$ cat src/rtl/lut_mult_pkg.sv
// Shared constants and types for the radix-4 LUT multiplier.
package lut_mult_pkg;

  typedef enum logic [1:0] {
    ST_IDLE = 2'd0,
    ST_RUN  = 2'd1,
    ST_DONE = 2'd2
  } state_t;

  localparam int unsigned DIGIT_BITS = 2;

  // Digit counter width; never narrower than one bit.
  function automatic int unsigned cnt_width(input int unsigned ndigits);
    return (ndigits > 1) ? $clog2(ndigits) : 1;
  endfunction

endpackage

$ cat src/rtl/lut_mult_accumulator_if.sv
// Operand/result handshake bundle for lut_mult_accumulator.
interface lut_mult_accumulator_if #(
  parameter int unsigned WIDTH = 16
);

  logic                   iValid;
  logic                   oReady;
  logic [WIDTH-1:0]       iData_A;
  logic [WIDTH-1:0]       iData_B;
  logic                   oValid;
  logic                   iAck;
  logic [2*WIDTH-1:0]     oResult;
  logic                   oOverflow;

  modport master (
    output iValid, iData_A, iData_B, iAck,
    input  oReady, oValid, oResult, oOverflow
  );

  modport slave (
    input  iValid, iData_A, iData_B, iAck,
    output oReady, oValid, oResult, oOverflow
  );

endinterface

$ cat src/rtl/two_bit_partial_product.sv
// Combinational 2-bit-digit partial product: 0, A, 2A or 3A.
module two_bit_partial_product #(
  parameter int unsigned WIDTH = 16
) (
  input  logic [WIDTH-1:0] a_i,
  input  logic [1:0]       digit_i,
  output logic [WIDTH+1:0] pp_c
);

  localparam int unsigned PW = WIDTH + 2;

  logic [PW-1:0] a1;
  logic [PW-1:0] a2;
  logic [PW-1:0] a3;

  assign a1 = PW'(a_i);
  assign a2 = a1 << 1;
  assign a3 = a2 + a1;

  always_comb begin
    pp_c = '0;
    unique case (digit_i)
      2'd0: pp_c = '0;
      2'd1: pp_c = a1;
      2'd2: pp_c = a2;
      2'd3: pp_c = a3;
      default: pp_c = '0;
    endcase
  end

endmodule

$ cat src/rtl/lut_mult_accumulator.sv
// Sequential radix-4 multiplier: one 2-bit digit of B per RUN cycle, LSB first.
module lut_mult_accumulator
  import lut_mult_pkg::*;
#(
  parameter int unsigned WIDTH = 16
) (
  input  logic                 Clock,
  input  logic                 Reset,
  lut_mult_accumulator_if.slave bus
);

  localparam int unsigned NDIGITS = WIDTH / DIGIT_BITS;
  localparam int unsigned CW      = cnt_width(NDIGITS);
  localparam int unsigned RW      = 2 * WIDTH;
  localparam int unsigned PW      = WIDTH + 2;

  state_t           state_q, state_d;
  logic [WIDTH-1:0] a_q, a_d;
  logic [WIDTH-1:0] b_q, b_d;
  logic [RW-1:0]    acc_q, acc_d;
  logic [CW-1:0]    cnt_q, cnt_d;
  logic             valid_q, valid_d;
  logic [RW-1:0]    result_q, result_d;
  logic             ovf_q, ovf_d;

  logic [PW-1:0]    pp;
  logic [RW-1:0]    acc_sum;

  two_bit_partial_product #(.WIDTH(WIDTH)) u_pp (
    .a_i     (a_q),
    .digit_i (b_q[DIGIT_BITS-1:0]),
    .pp_c    (pp)
  );

  // Digit weight is 4^count, i.e. a shift by 2*count.
  assign acc_sum = acc_q + (RW'(pp) << {cnt_q, 1'b0});

  always_ff @(posedge Clock or posedge Reset) begin
    if (Reset) begin
      state_q  <= ST_IDLE;
      a_q      <= '0;
      b_q      <= '0;
      acc_q    <= '0;
      cnt_q    <= '0;
      valid_q  <= 1'b0;
      result_q <= '0;
      ovf_q    <= 1'b0;
    end else begin
      state_q  <= state_d;
      a_q      <= a_d;
      b_q      <= b_d;
      acc_q    <= acc_d;
      cnt_q    <= cnt_d;
      valid_q  <= valid_d;
      result_q <= result_d;
      ovf_q    <= ovf_d;
    end
  end

  always_comb begin
    state_d  = state_q;
    a_d      = a_q;
    b_d      = b_q;
    acc_d    = acc_q;
    cnt_d    = cnt_q;
    valid_d  = valid_q;
    result_d = result_q;
    ovf_d    = ovf_q;

    unique case (state_q)
      ST_IDLE: begin
        if (bus.iValid) begin
          a_d     = bus.iData_A;
          b_d     = bus.iData_B;
          acc_d   = '0;
          cnt_d   = '0;
          state_d = ST_RUN;
        end
      end
      ST_RUN: begin
        acc_d = acc_sum;
        b_d   = b_q >> DIGIT_BITS;
        cnt_d = cnt_q + CW'(1);
        // Fixed latency: the last digit is always processed, even if B is exhausted.
        if (cnt_q == CW'(NDIGITS - 1)) begin
          cnt_d    = '0;
          valid_d  = 1'b1;
          result_d = acc_sum;
          ovf_d    = |acc_sum[RW-1:WIDTH];
          state_d  = ST_DONE;
        end
      end
      ST_DONE: begin
        if (bus.iAck) begin
          valid_d = 1'b0;
          state_d = ST_IDLE;
        end
      end
      default: state_d = ST_IDLE;
    endcase
  end

  assign bus.oReady    = (state_q == ST_IDLE);
  assign bus.oValid    = valid_q;
  assign bus.oResult   = result_q;
  assign bus.oOverflow = ovf_q;

endmodule
$ cat src/flat_wrapper.sv
// flat-port wrapper written by rule: the top's interface ports become plain ports
module lut_mult_accumulator_flat import lut_mult_pkg::*;
#(
  parameter int unsigned WIDTH = 16
)
  (Clock, Reset, bus_iValid, bus_iData_A, bus_iData_B, bus_iAck, bus_oReady, bus_oValid, bus_oResult, bus_oOverflow);
  lut_mult_accumulator_if #(.WIDTH(WIDTH)) bus_i ();
  input  logic Clock;
  input  logic Reset;
  input wire logic [$bits(bus_i.iValid)-1:0] bus_iValid;
  input wire logic [$bits(bus_i.iData_A)-1:0] bus_iData_A;
  input wire logic [$bits(bus_i.iData_B)-1:0] bus_iData_B;
  input wire logic [$bits(bus_i.iAck)-1:0] bus_iAck;
  output wire logic [$bits(bus_i.oReady)-1:0] bus_oReady;
  output wire logic [$bits(bus_i.oValid)-1:0] bus_oValid;
  output wire logic [$bits(bus_i.oResult)-1:0] bus_oResult;
  output wire logic [$bits(bus_i.oOverflow)-1:0] bus_oOverflow;
  assign bus_i.iValid = bus_iValid;
  assign bus_i.iData_A = bus_iData_A;
  assign bus_i.iData_B = bus_iData_B;
  assign bus_i.iAck = bus_iAck;
  assign bus_oReady = bus_i.oReady;
  assign bus_oValid = bus_i.oValid;
  assign bus_oResult = bus_i.oResult;
  assign bus_oOverflow = bus_i.oOverflow;
  lut_mult_accumulator #(.WIDTH(WIDTH)) u_core (.Clock(Clock), .Reset(Reset), .bus(bus_i));
endmodule
$ cat config.mk
export PLATFORM = sky130hd
export DESIGN_NAME = lut_mult_accumulator_flat
export DESIGN_NICKNAME = d
export VERILOG_FILES = /design/src/rtl/lut_mult_pkg.sv /design/src/rtl/lut_mult_accumulator_if.sv /design/src/rtl/two_bit_partial_product.sv /design/src/rtl/lut_mult_accumulator.sv /design/src/flat_wrapper.sv
export SDC_FILE = /design/constraint.sdc
export NUM_CORES = 1
export LEC_CHECK = 0
export CAP_MARGIN = 10
export CORE_MARGIN = 5
export CORE_UTILIZATION = 40
export DETAILED_ROUTE_END_ITERATION = 16
export GPL_TIMING_DRIVEN = 0
export PLACE_DENSITY = 0.66
export SYNTH_ARGS = -nofsm -noshare
export SYNTH_HDL_FRONTEND = slang
export SYNTH_HIERARCHICAL = 1
export SYNTH_SLANG_ARGS = --single-unit
$ cat constraint.sdc
create_clock -name Clock -period 8.9 [get_ports Clock]
set_input_delay 1.78 -clock Clock [delete_from_list [all_inputs] [get_ports Clock]]
set_output_delay 1.78 -clock Clock [all_outputs]
set_load 0.01 [all_outputs]
=== After elaboration in Yosys (flattened, before gate mapping) ===
Index checks and enable logic that the tools add are counted.

* Word-level logic and storage cells: 46
* Register bits after elaboration: 103
* Output and inout bits: 35

* Shift-type cells: 1
* Equal/unequal tests: 9
* Reductions and logical operators: 10
* Add/sub/neg operators: 3
* Muxes and demuxes: 15

{| class="wikitable"
|+ Operator list
! operator !! number
|-
| 18-bit case mux with 4 select lines || 1
|-
| 32-bit case mux with 2 select lines || 1
|-
| 32-bit adder || 1
|-
| 32-bit 2-to-1 mux || 1
|-
| 16-bit case mux with 2 select lines || 1
|-
| 18-bit by 4-bit left shift with 32-bit output || 1
|-
| 17-bit by 16-bit adder with 18-bit output || 1
|-
| 16-bit 2-to-1 mux || 1
|-
| 16-bit OR reduction || 1
|-
| 2-bit == test, second input constant || 3
|-
| 2-bit 2-to-1 mux || 3
|-
| 3-bit 2-to-1 mux || 2
|-
| 2-bit case mux with 3 select lines || 1
|-
| 3-bit case mux with 2 select lines || 1
|-
| 2-bit AND reduction || 3
|-
| 3-bit AND reduction || 2
|-
| 2-bit by 1-bit == test with 1-bit output, second input constant || 2
|-
| 2-bit logical NOT || 2
|-
| 2-bit != test, second input constant || 2
|-
| 2-bit nonzero test || 2
|-
| 3-bit by 1-bit adder with 3-bit output, second input constant || 1
|-
| 3-bit == test, second input constant || 1
|-
| 1-bit 2-to-1 mux || 2
|-
| 2-bit by 1-bit != test with 1-bit output, second input constant || 1
|-
| 1-bit case mux with 2 select lines || 1
|}

=== Logic depth before layout (Yosys ltp) ===
* Word-level depth: 5
* Depth in mapped cells: 24
* Gate-level depth less buffers: 24

=== By module ===
Netlist, hierarchy kept.

{| class="wikitable"
|+ By module, submodules not included
! module !! instances !! cells an instance !! area an instance (um^2) !! seq. area each (um^2)
|-
| lut_mult_accumulator || 1 || 711 || 6,418.7 || 2,577.5
|-
| two_bit_partial_product || 1 || 145 || 1,069.8 || 0.0
|}

=== Least setup slack after synthesis ===
OpenSTA, ideal clock, no wires.

* Kind: register -> register
* Start point: register u_core.a_q[2]
* End point: register u_core.ovf_q, in the netlist u_core/bus.oOverflow
* Clock period less this slack: 4.667 ns
* Setup time: 0.134 ns
* Cell stages (with the launch flop): 21
* Arrival: 4.533 ns
* Setup slack: 4.233 ns
* Path through: dfrtp_1 -> ha_1 -> nor2b_1 -> o2111ai_2 -> a21oi_1 -> or4_4 -> a21oi_1 -> nor2_1 -> mux2_2 -> o21ai_0 -> mux2i_1 -> ha_1 -> nand4_2 -> nor4_2 -> o2111ai_2 -> a311oi_1 -> nand3b_1 -> o2111a_1 -> nand4_1 -> nor4b_2 -> a31oi_1

* Cells in the longest elaborated chain, start to end: 5

{| class="wikitable"
|+ Ends and longest elaborated chain
! what !! line !! source
|-
| from (decl) || lut_mult_accumulator.sv:18 || <nowiki>logic [WIDTH-1:0] a_q, a_d;</nowiki>
|-
| from (signal assigned) || lut_mult_accumulator.sv:41 || <nowiki>a_q <= '0;</nowiki>
|-
| from (signal assigned) || lut_mult_accumulator.sv:50 || <nowiki>a_q <= a_d;</nowiki>
|-
| 17-bit by 16-bit adder with 18-bit output || two_bit_partial_product.sv:18 || <nowiki>assign a3 = a2 + a1;</nowiki>
|-
| 18-bit case mux with 4 select lines || two_bit_partial_product.sv:22 || <nowiki>unique case (digit_i)</nowiki>
|-
| named net u_core.pp[17] || lut_mult_accumulator.sv:26 || <nowiki>logic [PW-1:0] pp;</nowiki>
|-
| 18-bit by 4-bit left shift with 32-bit output || lut_mult_accumulator.sv:36 || <nowiki>assign acc_sum = acc_q + (RW'(pp) << {cnt_q, 1'b0});</nowiki>
|-
| 32-bit adder || lut_mult_accumulator.sv:36 ||
|-
| 16-bit OR reduction || lut_mult_accumulator.sv:89 || <nowiki>ovf_d = |acc_sum[RW-1:WIDTH];</nowiki>
|-
| to (signal assigned) || lut_mult_accumulator.sv:56 || <nowiki>ovf_q <= ovf_d;</nowiki>
|-
| to (decl) || lut_mult_accumulator.sv:24 || <nowiki>logic ovf_q, ovf_d;</nowiki>
|}

The timed path passes the listed nets, and every way through them passes these cells.
A chain may end at the register's enable or synchronous reset.

=== Worst setup path after layout ===
* Start point: register u_core.a_q[1]
* End point: register u_core.ovf_q, in the netlist u_core/bus.oOverflow

Same word-level chain as after synthesis.

==> results.sh <==
export IMPL_status="finished, final reports clean"
export IMPL_synth_warnings=6
export IMPL_hold_buffers=0
export IMPL_hold_ws_ps=479.6
export IMPL_die_h_um=146.8
export IMPL_worst_setup_path_start_kind="flip-flop"
export IMPL_cts_tree="done"
export IMPL_die_x_um=146.8
export IMPL_crit_fanout=6
export IMPL_die_area_um2=21560
export IMPL_cts_max_path_buffers=2
export IMPL_grt_usage=0.1968
export IMPL_synth_area_top_cells="dfrtp_1 (34%), ha_1 (8.2%), nand2_1 (7.1%), o21ai_0 (5.9%), mux2i_1 (4.8%)"
export IMPL_reg2reg_slack_ps=3120
export IMPL_ir_worst_vdd_mv=0.1587
export IMPL_fin_worst_skew_ps=10.96
export IMPL_tightestPinTransition_ps=697.7
export IMPL_max_freq_mhz=172.9
export IMPL_syn_inst=856
export IMPL_drtIter0Drc=489
export IMPL_clk_pin_slew_ps=80
export IMPL_gp_congestion=0.9239
export IMPL_wirelength_mm=20.81
export IMPL_drt_first_pass_iters=5
export IMPL_vias_per_cell=5.682
export IMPL_async_flop_share=1.000
export IMPL_portBuffers=70
export IMPL_rsz0062_at_grt="false"
export IMPL_slowest_delay_ps=540
export IMPL_synth_most_common_cell="nand2_1"
export IMPL_synth_top_area_share=0.3442
export IMPL_ys_flop_type="dfrtp_1"
export IMPL_antenna_found_initial=0
export IMPL_grt_start_max_net_pins=70
export IMPL_avgSynthCellArea_um2=8.748
export IMPL_path_cells="ha_1 > inv_1 > fa_1 > nor2b_1 > o2111ai_2 > a21oi_1 > or4_4 > a21oi_1 > nor2_1 > mux2_2 > o21ai_0 > mux2i_1 > ha_1 > nand4_2 > nor4_2 > o2111ai_2 > a31oi_1 > o221ai_1 > o211ai_1 > nor4b_2 > a31oi_1"
export IMPL_crit_required_ps=9140
export IMPL_synth_common_cells="nand2_1 (142), dfrtp_1 (103), o21ai_0 (88), a21oi_1 (50), ha_1 (49)"
export IMPL_routed_via_count=6688
export IMPL_leakage_nw=3.696
export IMPL_synth_nets=943
export IMPL_synth_edf_count=0
export IMPL_fp_coreArea_um2=18580
export IMPL_crit_slowest_cell="or4_4"
export IMPL_post_cts_buffers=0
export IMPL_clockRootBuffer="clkbuf_16"
export IMPL_tns_ps=0
export IMPL_power_density_nw_per_um2=457.8
export IMPL_synthToLayoutAreaGrowth_pct=17.74
export IMPL_drive_gt1_frac=0.08696
export IMPL_cts_resized_gates=0
export IMPL_num_antenna_cells=0
export IMPL_slew_headroom=0.5348
export IMPL_ys_ff_latch=103
export IMPL_grt_pass1_vias=6466
export IMPL_numCtsBuffers=9
export IMPL_nets=1025
export IMPL_dp_hpwl_mm=16.19
export IMPL_yosys_cell_types_count=73
export IMPL_wire_per_inst_um=17.68
export IMPL_grt_ovfl_total=0
export IMPL_hold_violations=0
export IMPL_ant_nets=0
export IMPL_min_period_ps=5785
export IMPL_start_util=0.4030
export IMPL_period_share=0.6500
export IMPL_worstSetupPathType="flip-flop to flip-flop"
export IMPL_syn_cell_area_um2=7488
export IMPL_htreeDepth=3
export IMPL_cts_sinks=103
export IMPL_end_kind="flip-flop"
export IMPL_pin_count=71
export IMPL_drv_slew=0
export IMPL_cp_arrival_ps=6020
export IMPL_drcViolationCount=0
export IMPL_fp_row_count=50
export IMPL_min_path_type="flip-flop to flip-flop"
export IMPL_finalSetupViolCount=0
export IMPL_cap_violations=0
export IMPL_clk_latency_ps=370
export IMPL_grt_pass1_wl_mm=34.48
export IMPL_ys_seq_area_frac=0.3442
export IMPL_yosysTopAreaCell="dfrtp_1"
## metal layers
| layer | track usage | vias to the layer above | share of wire |
|---|---|---|---|
| met2 | 0.3061 | 154 | 0.45 |
| met3 | 0.02807 | 24 | 0.041 |
| met1 | 0.2883 | 3208 | 0.50 |
| met4 | 0.04986 | 0 | 0.015 |
| met5 | 0 | - | 0 |
| li1 | - | 3302 | - |
## sequential cells by signal (all words and copies together), names as in the netlist
name	flops
u_core/bus.oValid	1
u_core/cnt_q	3
u_core/bus.oOverflow	1
u_core/state_q	2
u_core/acc_q	32
u_core/b_q	16
u_core/a_q	16
u_core/bus.oResult	32
## area by class of cell
cell class	instances	area [um2]
fillers	1826	9763
multi-input cells	694	4671
flip-flops and latches	103	2577
repair buffers	71	728.2
well taps	234	292.8
clock buffers	10	229.0
plain buffers	43	180.2
clock inverters	6	76.32
inverters	16	62.56
## per-stage QoR
step / setup slack, ps / util / std cells / cell area, um2 / total power (W)
finish: 3115 / 0.4745 / 1177 / 8817 / 0.004036
global route: 2641 / 0.4745 / 1177 / 8817 / 0.004400
CTS: 3130 / 0.4745 / 1177 / 8817 / 0.004035
detailed placement: 3191 / 0.4581 / 1161 / 8512 / 0.003596
global placement: 2650 / 0.4565 / 1160 / 8482 / 0.003562
floorplan: 4233 / - / 856 / 7488 / 0.002825
## worst max-delay path, delay by kind of cell, from the launching register on
family          cells  cell delay (ps)
simple gates        6             1670
compound gates      9             2190
buf+inv             1               70
mux                 2              450
flops               1              430
fa+ha+maj           3              850
## kinds of logic after synthesis
family	Yosys count	synth area share
DFF	103	0.3442
AOI/OAI and AO/OA	263	0.2244
muxes	68	0.09624
buffers and inverters	59	0.03208
and+or+nand+nor	276	0.1728
adders and majority gates	51	0.08722
xor gates and xnor gates	36	0.04311
## final timing paths
path	from	end	cells past startpoint
min	u_core/b_q[5]$_DFFE_PP0P_	u_core/b_q[3]$_DFFE_PP0P_	2
min in group asynchronous	Reset	u_core/bus.oResult[0]$_DFFE_PP0P_	2
max in group asynchronous	Reset	u_core/acc_q[4]$_DFFE_PP0P_	3
min reg2reg	u_core/b_q[5]$_DFFE_PP0P_	u_core/b_q[3]$_DFFE_PP0P_	2
max	u_core/a_q[1]$_DFFE_PP0P_	u_core/bus.oOverflow$_DFFE_PP0P_	21
max reg2reg	u_core/a_q[1]$_DFFE_PP0P_	u_core/bus.oOverflow$_DFFE_PP0P_	21
## layout by cell type, fill, tap and decap left out, drive strengths merged, types with 18 or more instances in the layout
cell,synthesis,layout
o21ai,96,96
inv,15,18
a21oi,53,53
mux2,32,32
o22ai,19,19
mux2i,36,36
xnor2,19,19
nor2,43,43
ha,49,49
nand2,142,142
clkdlybuf4s50,0,70
clkbuf,32,42
dfrtp,103,103
## report_power, final
part	internal [W]	switching, W
combinational	0.00112	0.00166
sequential	0.000678	0.000155
clock	0.000224	0.000201
total	0.00202	0.00201
Power figures use the tool's default switching activity.
